File: config.mk
export PLATFORM = sky130hd
export DESIGN_NAME = nav_msg_gen
export DESIGN_NICKNAME = d
export VERILOG_FILES = /design/src/rtl/gps_pkg.sv /design/src/rtl/nav_timing_cntr.sv /design/src/rtl/nav_msg_gen.sv
export SDC_FILE = /design/constraint.sdc
export NUM_CORES = 1
export LEC_CHECK = 0
export ABC_AREA = 1
export BUFFER_PORTS_ARGS = -buffer_cell sky130_fd_sc_hd__buf_2
export CORE_MARGIN = 1.5
export CORE_UTILIZATION = 44
export CTS_CLUSTER_DIAMETER = 60
export DETAILED_ROUTE_END_ITERATION = 6
export MAX_ROUTING_LAYER = met4
export PLACE_DENSITY_LB_ADDON = 0.1
export SLEW_MARGIN = 30
export SYNTH_ARGS = -nofsm -noshare
export SYNTH_HDL_FRONTEND = slang
export SYNTH_SLANG_ARGS = --single-unit
File: constraint.sdc
create_clock -name clk_in -period 5.81 [get_ports clk_in]
set_input_delay 0.581 -clock clk_in [delete_from_list [all_inputs] [get_ports clk_in]]
set_output_delay 0.581 -clock clk_in [all_outputs]
set_load 0.03 [all_outputs]
File: src/rtl/gps_pkg.sv
// gps_pkg: shared GPS C/A timing constants and navigation preset words
package gps_pkg;

    localparam int CA_CODE_LEN    = 1023;
    localparam int EPOCHS_PER_BIT = 20;
    localparam int WORD_BITS      = 30;

    typedef logic [29:0] nav_word_t;

    typedef enum logic [1:0] {
        PSEL_TLM   = 2'd0,
        PSEL_ONES  = 2'd1,
        PSEL_ZEROS = 2'd2,
        PSEL_ALT   = 2'd3
    } preset_sel_e;

    // TLM preamble 10001011 followed by zeros
    localparam nav_word_t PRESET0 = 30'h22C00000;
    localparam nav_word_t PRESET1 = 30'h3FFFFFFF;
    localparam nav_word_t PRESET2 = 30'h00000000;
    localparam nav_word_t PRESET3 = 30'h15555555;

    function automatic nav_word_t preset_word(input preset_sel_e sel);
        return sel == PSEL_TLM  ? PRESET0 :
               sel == PSEL_ONES ? PRESET1 :
               sel == PSEL_ZEROS ? PRESET2 : PRESET3;
    endfunction

endpackage

File: src/rtl/nav_timing_cntr.sv
// nav_timing_cntr: chip/epoch/bit counters and registered boundary pulses
module nav_timing_cntr #(
    parameter int CA_CODE_LEN    = gps_pkg::CA_CODE_LEN,
    parameter int EPOCHS_PER_BIT = gps_pkg::EPOCHS_PER_BIT,
    parameter int WORD_BITS      = gps_pkg::WORD_BITS,
    localparam int BW            = $clog2(WORD_BITS)
) (
    input  logic          clk_i,
    input  logic          rst_i,
    input  logic          ena_i,
    input  logic          sync_i,
    output logic [BW-1:0] bit_idx_o,
    output logic          word_bnd_o,
    output logic          epoch_o,
    output logic          bit_start_o,
    output logic          word_start_o
);
    import gps_pkg::*;

    localparam int CW = $clog2(CA_CODE_LEN);
    localparam int EW = $clog2(EPOCHS_PER_BIT);

    logic [CW-1:0] chip_q, chip_d;
    logic [EW-1:0] epoch_cnt_q, epoch_cnt_d;
    logic [BW-1:0] bit_idx_q, bit_idx_d;
    logic          epoch_q, epoch_d;
    logic          bit_start_q, bit_start_d;
    logic          word_start_q, word_start_d;
    logic          chip_wrap, epoch_wrap, bit_wrap;
    logic          step_epoch, step_bit, step_word;

    // Cascaded counters; sync restarts the whole hierarchy and forces bit/word pulses but not an epoch pulse
    always_comb begin
        chip_wrap    = chip_q == CW'(CA_CODE_LEN - 1);
        epoch_wrap   = epoch_cnt_q == EW'(EPOCHS_PER_BIT - 1);
        bit_wrap     = bit_idx_q == BW'(WORD_BITS - 1);
        step_epoch   = ena_i & chip_wrap;
        step_bit     = step_epoch & epoch_wrap;
        step_word    = step_bit & bit_wrap;
        chip_d       = sync_i ? '0 : ena_i ? (chip_wrap ? '0 : chip_q + 1'b1) : chip_q;
        epoch_cnt_d  = sync_i ? '0 : step_epoch ? (epoch_wrap ? '0 : epoch_cnt_q + 1'b1) : epoch_cnt_q;
        bit_idx_d    = sync_i ? '0 : step_bit ? (bit_wrap ? '0 : bit_idx_q + 1'b1) : bit_idx_q;
        epoch_d      = step_epoch & ~sync_i;
        bit_start_d  = sync_i | step_bit;
        word_start_d = sync_i | step_word;
    end

    // Counter and pulse registers
    always_ff @(posedge clk_i or posedge rst_i) begin
        if (rst_i) begin
            chip_q       <= '0;
            epoch_cnt_q  <= '0;
            bit_idx_q    <= '0;
            epoch_q      <= 1'b0;
            bit_start_q  <= 1'b0;
            word_start_q <= 1'b0;
        end else begin
            chip_q       <= chip_d;
            epoch_cnt_q  <= epoch_cnt_d;
            bit_idx_q    <= bit_idx_d;
            epoch_q      <= epoch_d;
            bit_start_q  <= bit_start_d;
            word_start_q <= word_start_d;
        end
    end

    assign bit_idx_o    = bit_idx_q;
    assign word_bnd_o   = word_start_d;
    assign epoch_o      = epoch_q;
    assign bit_start_o  = bit_start_q;
    assign word_start_o = word_start_q;

endmodule

File: src/rtl/nav_msg_gen.sv
// nav_msg_gen: navigation data bit generator with preset and serially loaded words
module nav_msg_gen #(
    parameter int CA_CODE_LEN    = gps_pkg::CA_CODE_LEN,
    parameter int EPOCHS_PER_BIT = gps_pkg::EPOCHS_PER_BIT,
    parameter int WORD_BITS      = gps_pkg::WORD_BITS
) (
    input  logic       clk_in,
    input  logic       rst_in,
    input  logic       ena_in,
    input  logic       sync_in,
    input  logic       use_msg_preset_in,
    input  logic [1:0] preset_sel_in,
    input  logic       load_valid_in,
    input  logic       load_bit_in,
    output logic       msg_out,
    output logic       epoch_out,
    output logic       bit_start_out,
    output logic       word_start_out,
    output logic       load_full_out
);
    import gps_pkg::*;

    localparam int BW = $clog2(WORD_BITS);

    logic [WORD_BITS-1:0] active_word_q, active_word_d;
    logic [WORD_BITS-1:0] staging_q, staging_d;
    logic [BW-1:0]        load_cnt_q, load_cnt_d;
    logic                 full_q, full_d;
    logic [BW-1:0]        bit_idx;
    logic                 word_bnd;
    logic                 load_take, load_last, transfer;

    nav_timing_cntr #(
        .CA_CODE_LEN   (CA_CODE_LEN),
        .EPOCHS_PER_BIT(EPOCHS_PER_BIT),
        .WORD_BITS     (WORD_BITS)
    ) u_timing (
        .clk_i       (clk_in),
        .rst_i       (rst_in),
        .ena_i       (ena_in),
        .sync_i      (sync_in),
        .bit_idx_o   (bit_idx),
        .word_bnd_o  (word_bnd),
        .epoch_o     (epoch_out),
        .bit_start_o (bit_start_out),
        .word_start_o(word_start_out)
    );

    // Staging shifts until full; transfer uses the pre-edge full flag so a word completing on a boundary waits one word
    always_comb begin
        load_take     = load_valid_in & ~full_q;
        load_last     = load_cnt_q == BW'(WORD_BITS - 1);
        transfer      = word_bnd & ~use_msg_preset_in & full_q;
        staging_d     = load_take ? {staging_q[WORD_BITS-2:0], load_bit_in} : staging_q;
        load_cnt_d    = load_take ? (load_last ? '0 : load_cnt_q + 1'b1) : load_cnt_q;
        full_d        = (load_take & load_last) | (full_q & ~transfer);
        active_word_d = !word_bnd ? active_word_q :
                        use_msg_preset_in ? WORD_BITS'(preset_word(preset_sel_e'(preset_sel_in))) :
                        full_q ? staging_q : active_word_q;
    end

    // Word, staging and load-count registers
    always_ff @(posedge clk_in or posedge rst_in) begin
        if (rst_in) begin
            active_word_q <= WORD_BITS'(PRESET0);
            staging_q     <= '0;
            load_cnt_q    <= '0;
            full_q        <= 1'b0;
        end else begin
            active_word_q <= active_word_d;
            staging_q     <= staging_d;
            load_cnt_q    <= load_cnt_d;
            full_q        <= full_d;
        end
    end

    assign msg_out       = active_word_q[BW'(WORD_BITS - 1) - bit_idx];
    assign load_full_out = full_q;

endmodule

Word-level counts from Yosys, hierarchy flattened. Index checks and enable logic that the tools add are counted.

Add/sub/neg operators: 5. $lt $le $gt $ge: 1. Eq/ne operators: 6. Muxes and demuxes: 17. Bitwise operators: 16. Reduce and logical (&&, ||, !) cells: 6.

Operator list (count): $mux W30 (4); $mux W5 (7); $mux W10 (3); $mux W29 (1); $add A5 B1 Y5 const B (3); $eq A5 B5 Y1 const B (3); $add A10 B1 Y10 const B (1); $eq A10 B10 Y1 const B (1); $and A1 B1 Y1 (9); $reduce_bool A2 Y1 (4); $lt A5 B6 Y1 const B (1); $bmux W1 S5 (1); $sub A5 B5 Y5 const A (1); $not A1 Y1 (4); $or A1 B1 Y1 (3); $eq A2 B1 Y1 const B (1); $eq A2 B2 Y1 const B (1); $logic_not A2 Y1 (1); $reduce_and A2 Y1 (1); $mux W1 (1).

Bits in registers: 89. Input bits: 9. Logic and storage cells: 61.

Longest topological paths before layout. Gate-level depths: netlist of the first run.

Depth after elaboration: 10. Mapped depth: 11.

Hierarchy. From an unflattened synthesis of the first run, not the netlist that was laid out.

Cell total of the unflattened synthesis: 555. Area total of the unflattened synthesis: 4510.6 um^2.

By module, submodules not included: nav_msg_gen (times used 1, cells each 381, area each 3125.5 um^2); nav_timing_cntr (times used 1, cells each 174, area each 1385.1 um^2).

Worst setup path before layout of the first run. No wires, ideal clock.

Path type: register to output. From: register u_timing.bit_idx_q[1] (netlist: u_timing.bit_idx_o[1]). To: output msg_out. Data arrival time: 1.845 ns. Setup slack: 3.384 ns. Cell stages (with the launch flop): 12. Cell sequence: dfrtp_1 buf_2 clkinv_1 ha_1 inv_1 nor3_1 o21ai_0 nand2_1 nand2_1 nand2_1 nand2_1 nand2_1.

Cells in the longest elaborated chain, start to end: 3.

Ends and longest elaborated chain: from (decl) (line nav_timing_cntr.sv:25) `logic [BW-1:0] bit_idx_q, bit_idx_d;`; from (signal assigned) (line nav_timing_cntr.sv:60) `bit_idx_q <= bit_idx_d;`; $sub A5 B5 Y5 (line nav_msg_gen.sv:77) `assign msg_out = active_word_q[BW'(WORD_BITS - 1) - bit_idx];`; $bmux W1 S5 (line nav_msg_gen.sv:77); $mux W1 (implied by the code) (line nav_msg_gen.sv:77); to (decl) (line nav_msg_gen.sv:15) `output logic msg_out,`.

No other way between the ends. The select of a mux whose other input is x is not followed.

Worst setup path after layout of the first run. Same ends and word-level chain as after synthesis.

==> results of run 1 <==
==> layout by cell type (no fill, tap or decap), types with 2 or more instances in the layout <==
cell / n
nor3_1: 3
bufinv_16: 2
buf_2: 13
xnor2_1: 3
ha_1: 9
nand3_1: 57
o22ai_1: 3
nor2_1: 23
clkinv_2: 2
nand2_2: 2
xor2_1: 7
dfrtp_1: 85
clkinv_1: 3
nand4_1: 11
nand2_1: 173
clkbuf_8: 10
dfstp_2: 4
buf_4: 3
o21ai_0: 76
inv_1: 68
a21oi_1: 4
==> flip-flops by register name, summed over array words and instances (netlist names), 5 cells and up <==
name,cells
staging_q,30
u_timing.epoch_cnt_q,5
u_timing.bit_idx_o,5
load_cnt_q,5
active_word_q,30
u_timing.chip_q,10
==> logic make-up after synthesis <==
logic type,after synthesis,synth area share (%)
AND/OR/NAND/NOR,274,26.5
buffers and inverters,99,9.34
flip-flops,89,50.1
AO/OA/AOI/OAI,84,9.57
XOR/XNOR,10,1.96
adder cells (fa/ha/maj),9,2.53
==> routing by layer <==
metal | share of wire [%] | track usage, % | routed length (um) | up-vias
met5 | 0 | - | 0 | -
met4 | 1.1 | 5.46 | 102 | 0
met3 | 3.8 | 4.15 | 338 | 9
met2 | 40 | 25.6 | 3590 | 46
met1 | 55 | 27.9 | 4940 | 1581
li1 | - | - | - | 1793
==> final timing paths <==
kind / end / cells past startpoint / from / slack (ns)
max in group asynchronous: active_word_q[10] / 3 / rst_in / 4.46
max: msg_out / 11 / u_timing.bit_idx_o[1] / 2.50
min in group clk_in: staging_q[0] / 3 / load_bit_in / 0.43
max reg2reg: active_word_q[19] / 8 / u_timing.bit_idx_o[1] / 3.19
min reg2reg: active_word_q[29] / 2 / active_word_q[29] / 0.47
min: load_cnt_q[2] / 2 / rst_in / 0.25
==> power breakdown <==
| group | leakage, uW | internal, uW | total [uW] | switching, uW |
|---|---|---|---|---|
| logic | 0.00112 | 144 | 424 | 281 |
| clock network | 0.000113 | 256 | 488 | 232 |
| registers | 0.00118 | 785 | 886 | 101 |
| total | 0.00241 | 1180 | 1800 | 614 |
==> critical path: stages (launching register included) <==
cell      delay (ns)
dfrtp_1         0.63
clkinv_1        0.39
ha_1            0.47
inv_1           0.12
nor3_1          0.17
o21ai_0         0.10
nand2_1         0.08
nand2_1         0.04
nand2_1         0.06
nand2_1         0.04
nand2_1         0.07
buf_2           0.19
==> through the flow <==
stage / setup slack, ns / hold WS, ns / total power [uW] / area [sq um]
final: 2.50 / 0.247 / 1800 / 4800
after floorplan: 2.93 / 0.444 / 1220 / 4460
after CTS: 2.45 / 0.256 / 1810 / 4800
after detailed placement: 2.73 / 0.463 / 1320 / 4570
after global routing: 2.12 / 0.284 / 1940 / 4800
after global placement: 2.50 / 0.462 / 1310 / 4560
==> cell type report <==
type                       count  share of cell area (%)
clock inverter                 6                    1.88
tap                          133                    3.47
inverter                      73                    5.74
sequential                    89                    46.5
multi-input combinational    377                    37.7
timing repair buffer          16                    1.82
clock buffer                  10                    2.87
==> summary.txt, run 1 <==
STA
  • Worst-case clock skew: 0.0146 ns
  • Highest Clock Rate: 302 MHz
  • Final critical-path share of the clock period: 56.9%
  • Count of final hold-check violations: 0
  • Setup Total Neg Slack: 0 ns
  • Slew at the pin closest to its max-slew limit: 0.878 ns
  • Final number of max-transition violations: 0
  • Final period demand of the worst path: 3.31 ns
  • Setup repair after global routing missed its margin: no
  • Worst max-slew margin expressed relative to the limit: 41.3%
  • Number of setup violations in the final report: 0

Clock network
  • Resized Gates After CTS: 0
  • Clock tree from TritonCTS: yes
  • Clock transition at the registers of the reported paths: 0.10 ns
  • Number of buffers added for setup after CTS: 0
  • Buffer cell driving the clock tree root: clkbuf_8
  • Hold buffers post-CTS: 0
  • Maximum buffer depth of the clock tree: 2
  • Number of sinks handled by clock tree synthesis: 89
  • H-tree depth: 3
  • Worst skew pair latency: 0.36 ns
  • Number of CTS-inserted buffers: 9

Layout
  • Non-Filler Instances: 704
  • ANT cells: 0
  • Area of the multi-input gates: 1810 sq um
  • Area used by sequential logic in the layout: 2230 sq um
  • Layout Nets: 584
  • Area growth syn-to-layout: 7.63%
  • Layout cell share with drive strength beyond 1: 7.71%
  • Fill cell instance count of the final layout: 998
  • Post-route core utilization: 48.9%

Yosys
  • Most common cell in the netlist: nand2_1
  • Async set-reset flop share out of synthesis: 100%
  • Post-synthesis net count: 583
  • Yosys Warn Count: 0
  • Average size of a mapped cell: 7.89 sq um
  • Post-synth top area cell: dfrtp_1
  • Synth Flop Type: dfrtp_1
  • Number of library cell types mapped by synthesis: 29
  • Proportion of synthesized chip area in sequential cells: 50.1%
  • Top cells by instance count after synthesis: 173 x nand2_1, 85 x dfrtp_1, 76 x o21ai_0
  • Area of the mapped netlist: 4460 sq um
  • Post-synthesis register bit count: 89
  • Area share of the largest cell type after synthesis: 47.7%
  • Post-Syn Instances: 565
  • Post-synth EDFFs: 0
  • Main area contributors after synthesis: dfrtp_1 48%, nand2_1 15%, o21ai_0 8.5%, nand3_1 6.4%, inv_1 5.8%

GRT
  • Final global-route overflow total: 0
  • All-layer global routing usage: 18.8%
  • Maximum number of pins on one net before global-route repair: 60
  • Number of antenna violations at the first check in global routing: 0
  • Number of global-route vias before repair: 3261
  • Global-route wire length before repair: 15900 um

Run status
  • Run status: completed

Pwr
  • Power density over the cells: 375 nW/um^2
  • Peak supply drop: 0.197 mV
  • Leakage dissipation: 0.00241 uW

Worst setup path
  • Startpoint kind of the worst setup timing path: flop
  • Setup CP Type: flop to primary output
  • Arrival time at the worst endpoint: 2.73 ns
  • Element type at the critical path end: primary output
  • Maximum net fanout on the critical path: 12
  • Req. time, crit path: 5.23 ns

Hold path
  • Min-delay worst type: input pin to asynchronous set/reset pin

Drt
  • Via density: 4.87
  • Drt drc: 0
  • DRT antenna net count: 0
  • Via count: 3429
  • Iter 0 DRT Violations: 169
  • Post-detailed-routing wire length: 8970 um
  • Final routed wire length divided by cell count: 12.7 um
  • First drt pass iteration count: 5

Floorplan
  • Full die area: 10700 sq um
  • I/O Pins: 14
  • Vertical extent of the die: 104 um
  • Die Wd: 104 um
  • Core footprint: 9820 sq um
  • Row Count: 36
  • Starting Density: 45.4%

Placed design
  • Number of cells after detailed placement: 688
  • Dpl hpwl: 6130 um
  • Buffers on Ports: 13
  • Last weighted congestion value of the routability-driven placer: 0.778

Run
  • Number of max-cap violations: 0
Power figures use the tool's default switching activity.
==> run 2: changes to the inputs <==
==> constraint.sdc (replaced) <==
create_clock -name clk_in -period 2.7 [get_ports clk_in]
set_input_delay 0.27 -clock clk_in [delete_from_list [all_inputs] [get_ports clk_in]]
set_output_delay 0.27 -clock clk_in [all_outputs]
set_load 0.03 [all_outputs]
==> run 2 against run 1 <==
  * The flow now finishes with violations (hold timing)
  * Combinational power grew 130%
  * Total power rose by 110%
  * Core utilization up 0.051 points
  * Largest cell class unchanged
  * Hold slack worse by 0.26 ns
  * First-iteration DRC count rose by 7.1%
  * Count of clock-buffer cells in the layout up 3
  * Routed wire length increased by 3.1%
  * Setup slack got worse by 2.2 ns
  * Sequential share of layout area about the same
  * Die area unchanged
==> summary.txt, run 2 (same netlist as run 1, synthesis figures left out) <==
GRT
  • Number of global-route vias before repair: 3443 (+5.6%)
  • Final global-route overflow total: 0 (unchanged)
  • Number of antenna violations at the first check in global routing: 0 (unchanged)
  • Global-route wire length before repair: 16800 um (+5.1%)
  • All-layer global routing usage: 19.8% (+0.99 points)
  • Maximum number of pins on one net before global-route repair: 90 (+50%)

Pwr
  • Fraction of power consumed by combinational cells: 26.0% (+2.4 points)
  • Part of the total power dissipated in the clock network: 23.0% (-4.1 points)
  • Internal cell power: 2390 uW (+100%)
  • Power density over the cells: 772 nW/um^2 (+110%)
  • Fraction of power spent switching nets: 35.5% (+1.4 points)
  • Peak supply drop: 0.460 mV (+130%)
  • Leakage dissipation: 0.00240 uW (-0.18%)
  • Sequential share of power: 51.0% (+1.7 points)
  • Net switching power of the design: 1320 uW (+110%)

Clock network
  • H-tree depth: 3 (unchanged)
  • Number of sinks handled by clock tree synthesis: 89 (unchanged)
  • Number of CTS-inserted buffers: 9 (unchanged)
  • Hold buffers post-CTS: 0 (unchanged)
  • Maximum buffer depth of the clock tree: 2 (unchanged)
  • Clock transition at the registers of the reported paths: 0.09 ns (about the same)
  • Worst skew pair latency: 0.37 ns (about the same)
  • Buffer cell driving the clock tree root: clkbuf_8
  • Clock tree from TritonCTS: yes

STA
  • Final number of max-transition violations: 0 (unchanged)
  • Slew at the pin closest to its max-slew limit: 0.480 ns (-0.398 ns)
  • Worst max-slew margin expressed relative to the limit: 67.8% (+26 points)
  • Worst hold margin: -0.00901 ns (-0.256 ns)
  • Final period demand of the worst path: 2.43 ns
  • Worst-case clock skew: 0.0151 ns (+0.000506 ns)
  • Number of setup violations in the final report: 0 (unchanged)
  • Setup repair after global routing missed its margin: no
  • Final critical-path share of the clock period: 90.0%
  • Setup Total Neg Slack: 0 ns (unchanged)
  • Highest Clock Rate: 412 MHz
  • Count of final hold-check violations: 14 (+14)

Layout
  • Most frequent cells in the layout: 173 x nand2_1, 85 x dfrtp_1, 76 x o21ai_0
  • Most common cell after layout, fill and taps aside: nand2_1
  • Layout cell share with drive strength beyond 1: 8.17% (+0.47 points)
  • Layout Nets: 588 (+0.68%)
  • ANT cells: 0 (unchanged)
  • Final Instance Area: 4800 sq um (+0.10%)
  • Biggest registers after layout: active_word_q: 30 flops, staging_q: 30 flops, u_timing.chip_q: 10 flops
  • Non-Filler Instances: 708 (+0.57%)
  • Area growth syn-to-layout: 7.74%

Worst setup path
  • R2R setup slack: 0.69 ns (-2.50 ns)
  • Setup CP Type: flop to primary output
  • Req. time, crit path: 2.43 ns (-2.80 ns)
  • Arrival time at the worst endpoint: 2.16 ns (-0.57 ns)
  • Reg2Reg Depth: 10 (+2)
  • Element type at the critical path end: primary output
  • Startpoint kind of the worst setup timing path: flop
  • Source of the worst register-to-register timing path: u_timing.chip_q[0]
  • R2R Path End: active_word_q[21]
  • Maximum net fanout on the critical path: 10 (-2)

Run
  • Number of max-cap violations: 0 (unchanged)

Placed design
  • Number of cells after detailed placement: 692 (+0.58%)
  • Last weighted congestion value of the routability-driven placer: 0.849 (+9.1%)
  • Dpl hpwl: 6130 um (+0.12%)
  • Instance area at placement: 4610 sq um (+0.93%)
  • Buffers on Ports: 13 (unchanged)

Drt
  • Post-detailed-routing wire length: 9240 um (+3.1%)
  • Iter 0 DRT Violations: 181 (+7.1%)
  • Drt drc: 0 (unchanged)
  • DRT antenna net count: 0 (unchanged)
  • Via count: 3535 (+3.1%)
  • Via density: 4.99 (+2.5%)
  • Final routed wire length divided by cell count: 13.1 um (+2.5%)
  • First drt pass iteration count: 4 (-1)

Floorplan
  • Starting Density: 45.4% (unchanged)
  • Row Count: 36 (unchanged)
  • Die Wd: 104 um (unchanged)
  • Full die area: 10700 sq um (unchanged)
  • I/O Pins: 14 (unchanged)
  • Vertical extent of the die: 104 um (unchanged)
  • Core footprint: 9820 sq um (unchanged)

Run status
  • Failing checks: hold timing
  • Run status: finished with violations

Hold path
  • Min-delay worst type: input pin to asynchronous set/reset pin
[run 2: final cells by class]
| class | instances | area, sq um |
|---|---|---|
| repair buffers | 20 | 130 |
| clock buffers | 13 | 149 |
| well taps | 133 | 166 |
| flip-flops and latches | 89 | 2230 |
| multi-input cells | 377 | 1820 |
| inverters | 73 | 279 |
| clock inverters | 3 | 25.0 |
| fillers | 1053 | 5010 |
[run 2: metrics by stage]
stage | utilization, % | power (uW) | setup slack, ns | hold slack (ns)
after floorplan | - | 2620 | 0.130 | 0.391
after detailed placement | 47.0 | 2880 | 0.545 | 0.418
after global placement | 47.0 | 2850 | 0.674 | 0.418
after CTS | 48.8 | 3750 | 0.124 | 0.00687
final | 48.9 | 3710 | 0.271 | -0.00901
after global routing | 48.9 | 4020 | 0.0737 | 0.0221
[run 2: repair_timing]
item,in CTS,in global routing
setup buffers,0,0
gates resized for setup,0,2
endpoints found under the setup margin,0,1
[run 2: critical path: stages, from the launching register on]
cell	delay [ns]
dfrtp_1	0.40
clkinvlp_4	0.22
ha_4	0.35
inv_1	0.09
nor3_1	0.17
o21ai_0	0.10
nand2_1	0.08
nand2_1	0.04
nand2_1	0.06
nand2_1	0.05
nand2_1	0.06
buf_2	0.18
[run 2: how the worst max path moves through the flow]
stage,from,end,slack (ns),depth (start not counted)
CTS,u_timing.bit_idx_o[1],msg_out,0.12,11
global placement,u_timing.bit_idx_o[1],msg_out,0.67,11
floorplan,rst_in,active_word_q[0],0.13,1
finish,u_timing.bit_idx_o[1],msg_out,0.27,11
global route,u_timing.bit_idx_o[1],msg_out,0.07,11
detailed placement,u_timing.bit_idx_o[1],msg_out,0.54,11
[run 2: power groups by stage]
stage          logic [uW]  registers [uW]  clock network (uW)
2_1_floorplan         745            1880                   0
3_3_place_gp          947            1910                   0
3_5_place_dp          967            1910                   0
4_1_cts               971            1890                 886
5_1_grt              1150            1930                 937
6_report              964            1890                 852
[run 2: metal layers]
layer	share of wire (%)	GRT usage, %
met1	52	28.3
met2	44	28.2
met3	2.9	4.34
met4	1.0	5.75
met5	0	-
